$ cat config.mk
export PLATFORM = sky130hd
export DESIGN_NAME = ascon_out_framer
export DESIGN_NICKNAME = d
export VERILOG_FILES = /design/src/rtl/ascon_out_framer.sv
export SDC_FILE = /design/constraint.sdc
export NUM_CORES = 1
export LEC_CHECK = 0
export BUFFER_PORTS_ARGS = -buffer_cell sky130_fd_sc_hd__clkbuf_2
export CORE_UTILIZATION = 30
export DETAILED_ROUTE_END_ITERATION = 7
export SYNTH_ARGS = -nofsm -noshare
export SYNTH_HDL_FRONTEND = slang
export SYNTH_SLANG_ARGS = --single-unit
$ cat constraint.sdc
create_clock -name clk -period 14.7 [get_ports clk]
set_input_delay 1.47 -clock clk [delete_from_list [all_inputs] [get_ports clk]]
set_output_delay 1.47 -clock clk [all_outputs]
set_load 0.01 [all_outputs]
$ cat src/rtl/ascon_out_framer.sv
// Captures the Ascon core's byte-serial result streams and re-emits them as one
// header-prefixed valid/ready frame. Optional macro: ASCON_FRAMER_SQUASH_EN.
`default_nettype none

module ascon_out_framer #(
  parameter int Y    = 80,
  parameter int TAGW = 128
) (
  input  logic       clk,
  input  logic       rst,
  input  logic       enc_ready_i,
  input  logic       dec_ready_i,
  input  logic       auth_i,
  input  logic [7:0] ct_byte_i,
  input  logic [7:0] tag_byte_i,
  input  logic [7:0] pt_byte_i,
  input  logic [7:0] dtag_byte_i,
  output logic [7:0] m_data_o,
  output logic       m_valid_o,
  output logic       m_last_o,
  input  logic       m_ready_i,
  output logic       busy_o,
  output logic       overrun_o
);

  localparam int YB    = Y / 8;
  localparam int TB    = TAGW / 8;
  localparam int N     = (YB > TB) ? YB : TB;
  localparam int FRAME = 1 + YB + TB;
  localparam int KW    = $clog2(N + 1);
  localparam int PW    = $clog2(FRAME);

  localparam logic [KW-1:0] KLAST = KW'(N - 1);
  localparam logic [PW-1:0] PLAST = PW'(YB + TB - 1);
  localparam logic [5:0]    YB6   = 6'(YB);

`ifdef ASCON_FRAMER_SQUASH_EN
  localparam bit SQUASH = 1'b1;
`else
  localparam bit SQUASH = 1'b0;
`endif

  typedef enum logic [1:0] {
    IDLE    = 2'd0,
    CAPTURE = 2'd1,
    HDR     = 2'd2,
    PAYLOAD = 2'd3
  } state_t;

  state_t                  state;
  logic                    enc_q;
  logic                    dec_q;
  logic                    mode;
  logic                    auth_r;
  logic [KW-1:0]           k;
  logic [PW-1:0]           pidx;
  // Payload bytes in emission order: data[0..YB-1] then tag[0..TB-1].
  logic [8*(YB+TB)-1:0]    pbuf;

  logic rise_e;
  logic rise_d;
  logic auth_now;

  assign rise_e   = enc_ready_i & ~enc_q;
  assign rise_d   = dec_ready_i & ~dec_q;
  // auth_r is only loaded at k=0, so bypass it on that edge.
  assign auth_now = (k == '0) ? (mode ? auth_i : 1'b1) : auth_r;

  always_ff @(posedge clk) begin
    if (rst) begin
      state     <= IDLE;
      enc_q     <= 1'b0;
      dec_q     <= 1'b0;
      mode      <= 1'b0;
      auth_r    <= 1'b0;
      k         <= '0;
      pidx      <= '0;
      m_data_o  <= 8'h00;
      m_valid_o <= 1'b0;
      m_last_o  <= 1'b0;
      busy_o    <= 1'b0;
      overrun_o <= 1'b0;
    end else begin
      enc_q     <= enc_ready_i;
      dec_q     <= dec_ready_i;
      overrun_o <= (state == IDLE) ? (rise_e & rise_d) : (rise_e | rise_d);
      case (state)
        IDLE: begin
          if (rise_e | rise_d) begin
            state  <= CAPTURE;
            mode   <= ~rise_e;
            k      <= '0;
            busy_o <= 1'b1;
          end
        end
        CAPTURE: begin
          if (int'(k) < YB)
            pbuf[8*int'(k) +: 8] <= mode ? pt_byte_i : ct_byte_i;
          if (int'(k) < TB)
            pbuf[8*(YB+int'(k)) +: 8] <= mode ? dtag_byte_i : tag_byte_i;
          if (k == '0)
            auth_r <= auth_now;
          if (k == KLAST) begin
            state     <= HDR;
            m_data_o  <= {mode, auth_now, YB6};
            m_valid_o <= 1'b1;
            m_last_o  <= SQUASH & mode & ~auth_now;
          end else begin
            k <= k + 1'b1;
          end
        end
        HDR: begin
          if (m_ready_i) begin
            if (SQUASH & mode & ~auth_r) begin
              state     <= IDLE;
              m_valid_o <= 1'b0;
              m_last_o  <= 1'b0;
              busy_o    <= 1'b0;
            end else begin
              state    <= PAYLOAD;
              pidx     <= '0;
              m_data_o <= pbuf[7:0];
              m_last_o <= (PLAST == '0);
            end
          end
        end
        PAYLOAD: begin
          if (m_ready_i) begin
            if (pidx == PLAST) begin
              state     <= IDLE;
              m_valid_o <= 1'b0;
              m_last_o  <= 1'b0;
              busy_o    <= 1'b0;
            end else begin
              pidx     <= pidx + 1'b1;
              m_data_o <= pbuf[8*(int'(pidx)+1) +: 8];
              m_last_o <= ((pidx + 1'b1) == PLAST);
            end
          end
        end
        default: state <= IDLE;
      endcase
    end
  end

endmodule

`default_nettype wire

==> impl_metrics.yaml <==
floorplanning:
  core_mm2: 0.0516
  ios: 50
  die_height_um: 231
  initial_core_util_pct: 30.6
  die-area_mm2: 0.0535
  rows: 83
  die_w_um: 231
finish:
  fin_cells: 2125
  nets: 1483
  drive_above_1_share_pct: 17.0
  area_growth_pct: 11.5
  antenna-diode-count: 0
sta:
  setup_viol: 0
  clock.fmax_mhz: 236
  hold_violations: 0
  rsz0062_at_grt: "no"
  min_period_over_period_pct: 28.9
  period_minus_slack_ns: 4.24
  tightest_slew_ns: 1.22
  drv_slew: 0
  clock_skew_ns: 0.0136
  final.setup.tns_ns: 0
  slew-limit-headroom_pct: 18.7
clocking:
  numCtsBuffers: 29
  cts_hold_buf: 0
  clk_root_buffer_cell: "clkbuf_16"
  h-tree-depth: 1
  path_clk_slew_ns: 0.06
  cts_resized: 0
  clock_sinks: 236
  cts_tree: "yes"
  postCtsSetupRepairBufs: 0
  clk_path_buf_depth: 3
  clk_latency_ns: 0.57
critical_path:
  crit_path_cell_trace: "ha_1, xor2_1, nand2_1, nor2_1, ha_1, nand2_1, nor2_2, nand4_1, mux2i_1"
  cp_max_fo: 11
  cp_slowest_cell: "dfxtp_1"
  crit_type: "reg2reg"
  cp.buffers_inverters: 0
  cpLargestDelayFamily: "simple AND/OR/NAND/NOR gates"
  cp_data_required_time_ns: 14.99
  cp.arrival_ns: 4.54
  start_kind: "flip-flop"
  max_stage_delay_ns: 0.79
  end_kind: "flip-flop"
pwr:
  vdd_drop_max_uv: 82.8
  p_per_area_mw_per_mm2: 139
  p_leak_nw: 7.20
yosys:
  yosysSeqAreaShare_pct: 43.1
  ys_types: 69
  syn_area_per_cell_um2: 11.2
  syn_area_mm2: 0.0158
  synth_cells: 1404
  synth_nets: 1460
  dominantRegCellSynth: "edfxtp_1"
  synth-edff-count: 208
  postSynth.asyncResetShare_pct: 0
  ys.warnings.count: 0
  synth_seq_cells: 236
global_route:
  met1_usage_pct: 31.6
  grt_pass1_vias: 12200
  gr-total-overflow: 0
  groute.usage.overall_pct: 22.8
  grt.met3_usage_pct: 3.43
  grt_max_degree: 76
  grt_util_met2_pct: 34.3
  antenna_found_initial: 1
  busiest_layer: "met2"
  grt_pass1_wl_mm: 88.8
detailed_routing:
  drt_iter0_drc: 1816
  drt_wl_total_mm: 61.3
  ant_nets: 0
  firstDrtPassIters: 6
  drcViolationCount: 0
  vias_per_cell: 5.98
  wl_per_cell_um: 28.9
  vias: 12700
status:
  outcome: "complete, no violations"
place:
  placedCellCount: 2076
  dpl.hpwl_mm: 44.5
  numPortBuffers: 49
  place_congestion: 1.03
hold_path:
  hold_path.class: "reg2reg"
run:
  drv_cap: 0
-- report_power, final --
group | internal [W] | switching, W
combinational | 0.000254 | 0.000538
sequential | 0.000904 | 0.000101
clock | 0.000357 | 0.000299
-- stage by stage --
stage	utilization, %	worst slack (ns)	power (W)	hold slack (ns)	instance area (um^2)
after global routing	34.1	10.25	0.00253	0.516	17600
after floorplan	-	3.16	0.00151	0.447	15800
final	34.1	10.46	0.00245	0.470	17600
after detailed placement	32.5	10.54	0.00178	0.467	16800
after CTS	34.1	10.55	0.00243	0.476	17600
after global placement	32.5	10.57	0.00177	0.454	16800
-- synth_stat cells, types with 13 or more instances --
| cell type | count | area share (%) |
|---|---|---|
| buf_2 | 18 | 0.57 |
| and3_1 | 19 | 0.75 |
| mux2_2 | 15 | 1.1 |
| ha_1 | 18 | 1.4 |
| nand2_1 | 105 | 2.5 |
| mux2i_1 | 344 | 22 |
| o21ai_0 | 14 | 0.44 |
| clkbuf_1 | 56 | 1.3 |
| nand3_1 | 45 | 1.4 |
| dfxtp_1 | 28 | 3.6 |
| mux4_2 | 49 | 7.0 |
| inv_1 | 13 | 0.31 |
| a21oi_1 | 92 | 2.9 |
| edfxtp_1 | 208 | 40 |
| nor2b_1 | 13 | 0.52 |
| nor3_1 | 33 | 1.0 |
| nor2_1 | 140 | 3.3 |
-- final cells by class --
type	instances	area, um^2
fillers	5061	34000
multi-input cells	1065	8580
flip-flops and latches	236	6810
repair buffers	81	485
clock buffers	35	748
clock inverters	14	65.1
well taps	680	851
inverters	14	52.6
-- worst min-delay path: cells and delay by family (launching register included) --
family | cells | cell delay, ns
compound gates | 1 | 0.07
buf+inv | 1 | 0.05
flops | 1 | 0.30
-- cells in the final DEF (no fill, tap or decap), drive strengths merged, types with 6 or more instances in the layout --
master   netlist  layout
buf           33      32
nand4         14      14
nor2         142     142
o22ai          6       6
mux2          15      15
a31oi         12      12
a2111oi        7       7
clkbuf        56      84
nor3          40      40
and2           8       8
xor2           6       6
mux4          49      49
edfxtp       208     208
mux2i        345     345
a22oi          7       7
nand2        115     115
dfxtp         28      28
nand3         58      58
a21oi         93      93
or2            6       6
ha            18      18
clkinv         0      12
o211ai         6       6
inv           14      15
o21ai         14      14
or3            6       6
and3          19      19
nor3b          6       6
nand2b         7       7
nor2b         13      13
xnor2          7       7
a211oi         9       9
-- flip-flops by register name, indices dropped and copies added (netlist names) --
register and count:
pbuf 208, m_data_o 8, auth_r 1, mode 1, k 5, state 2
pidx 5, busy_o 1, dec_q 1, m_last_o 1, enc_q 1, overrun_o 1
m_valid_o 1
-- logic make-up after synthesis --
| logic type | after synthesis | share of synthesized area [%] |
|---|---|---|
| AND/OR/NAND/NOR | 443 | 14.6 |
| multiplexers | 409 | 30.0 |
| flip-flops | 236 | 43.1 |
| AO/OA/AOI/OAI | 182 | 7.24 |
| buffers and inverters | 103 | 2.81 |
| adder cells (fa/ha/maj) | 18 | 1.43 |
| XOR/XNOR | 13 | 0.816 |
-- worst paths after layout --
check / slack (ns) / cells past startpoint / from / endpoint
setup / recovery: 10.46 / 9 / k[2] / pbuf[180]
hold / removal: 0.47 / 2 / enc_q / mode
setup reg to reg: 10.46 / 9 / k[2] / pbuf[180]
hold reg to reg: 0.47 / 2 / enc_q / mode
-- per-layer routing --
layer	share of wire, %	vias up
met5	0	-
met3	10	157
met1	40	6342
met2	44	787
met4	5.7	0
li1	-	5412
Power figures use the tool's default switching activity.
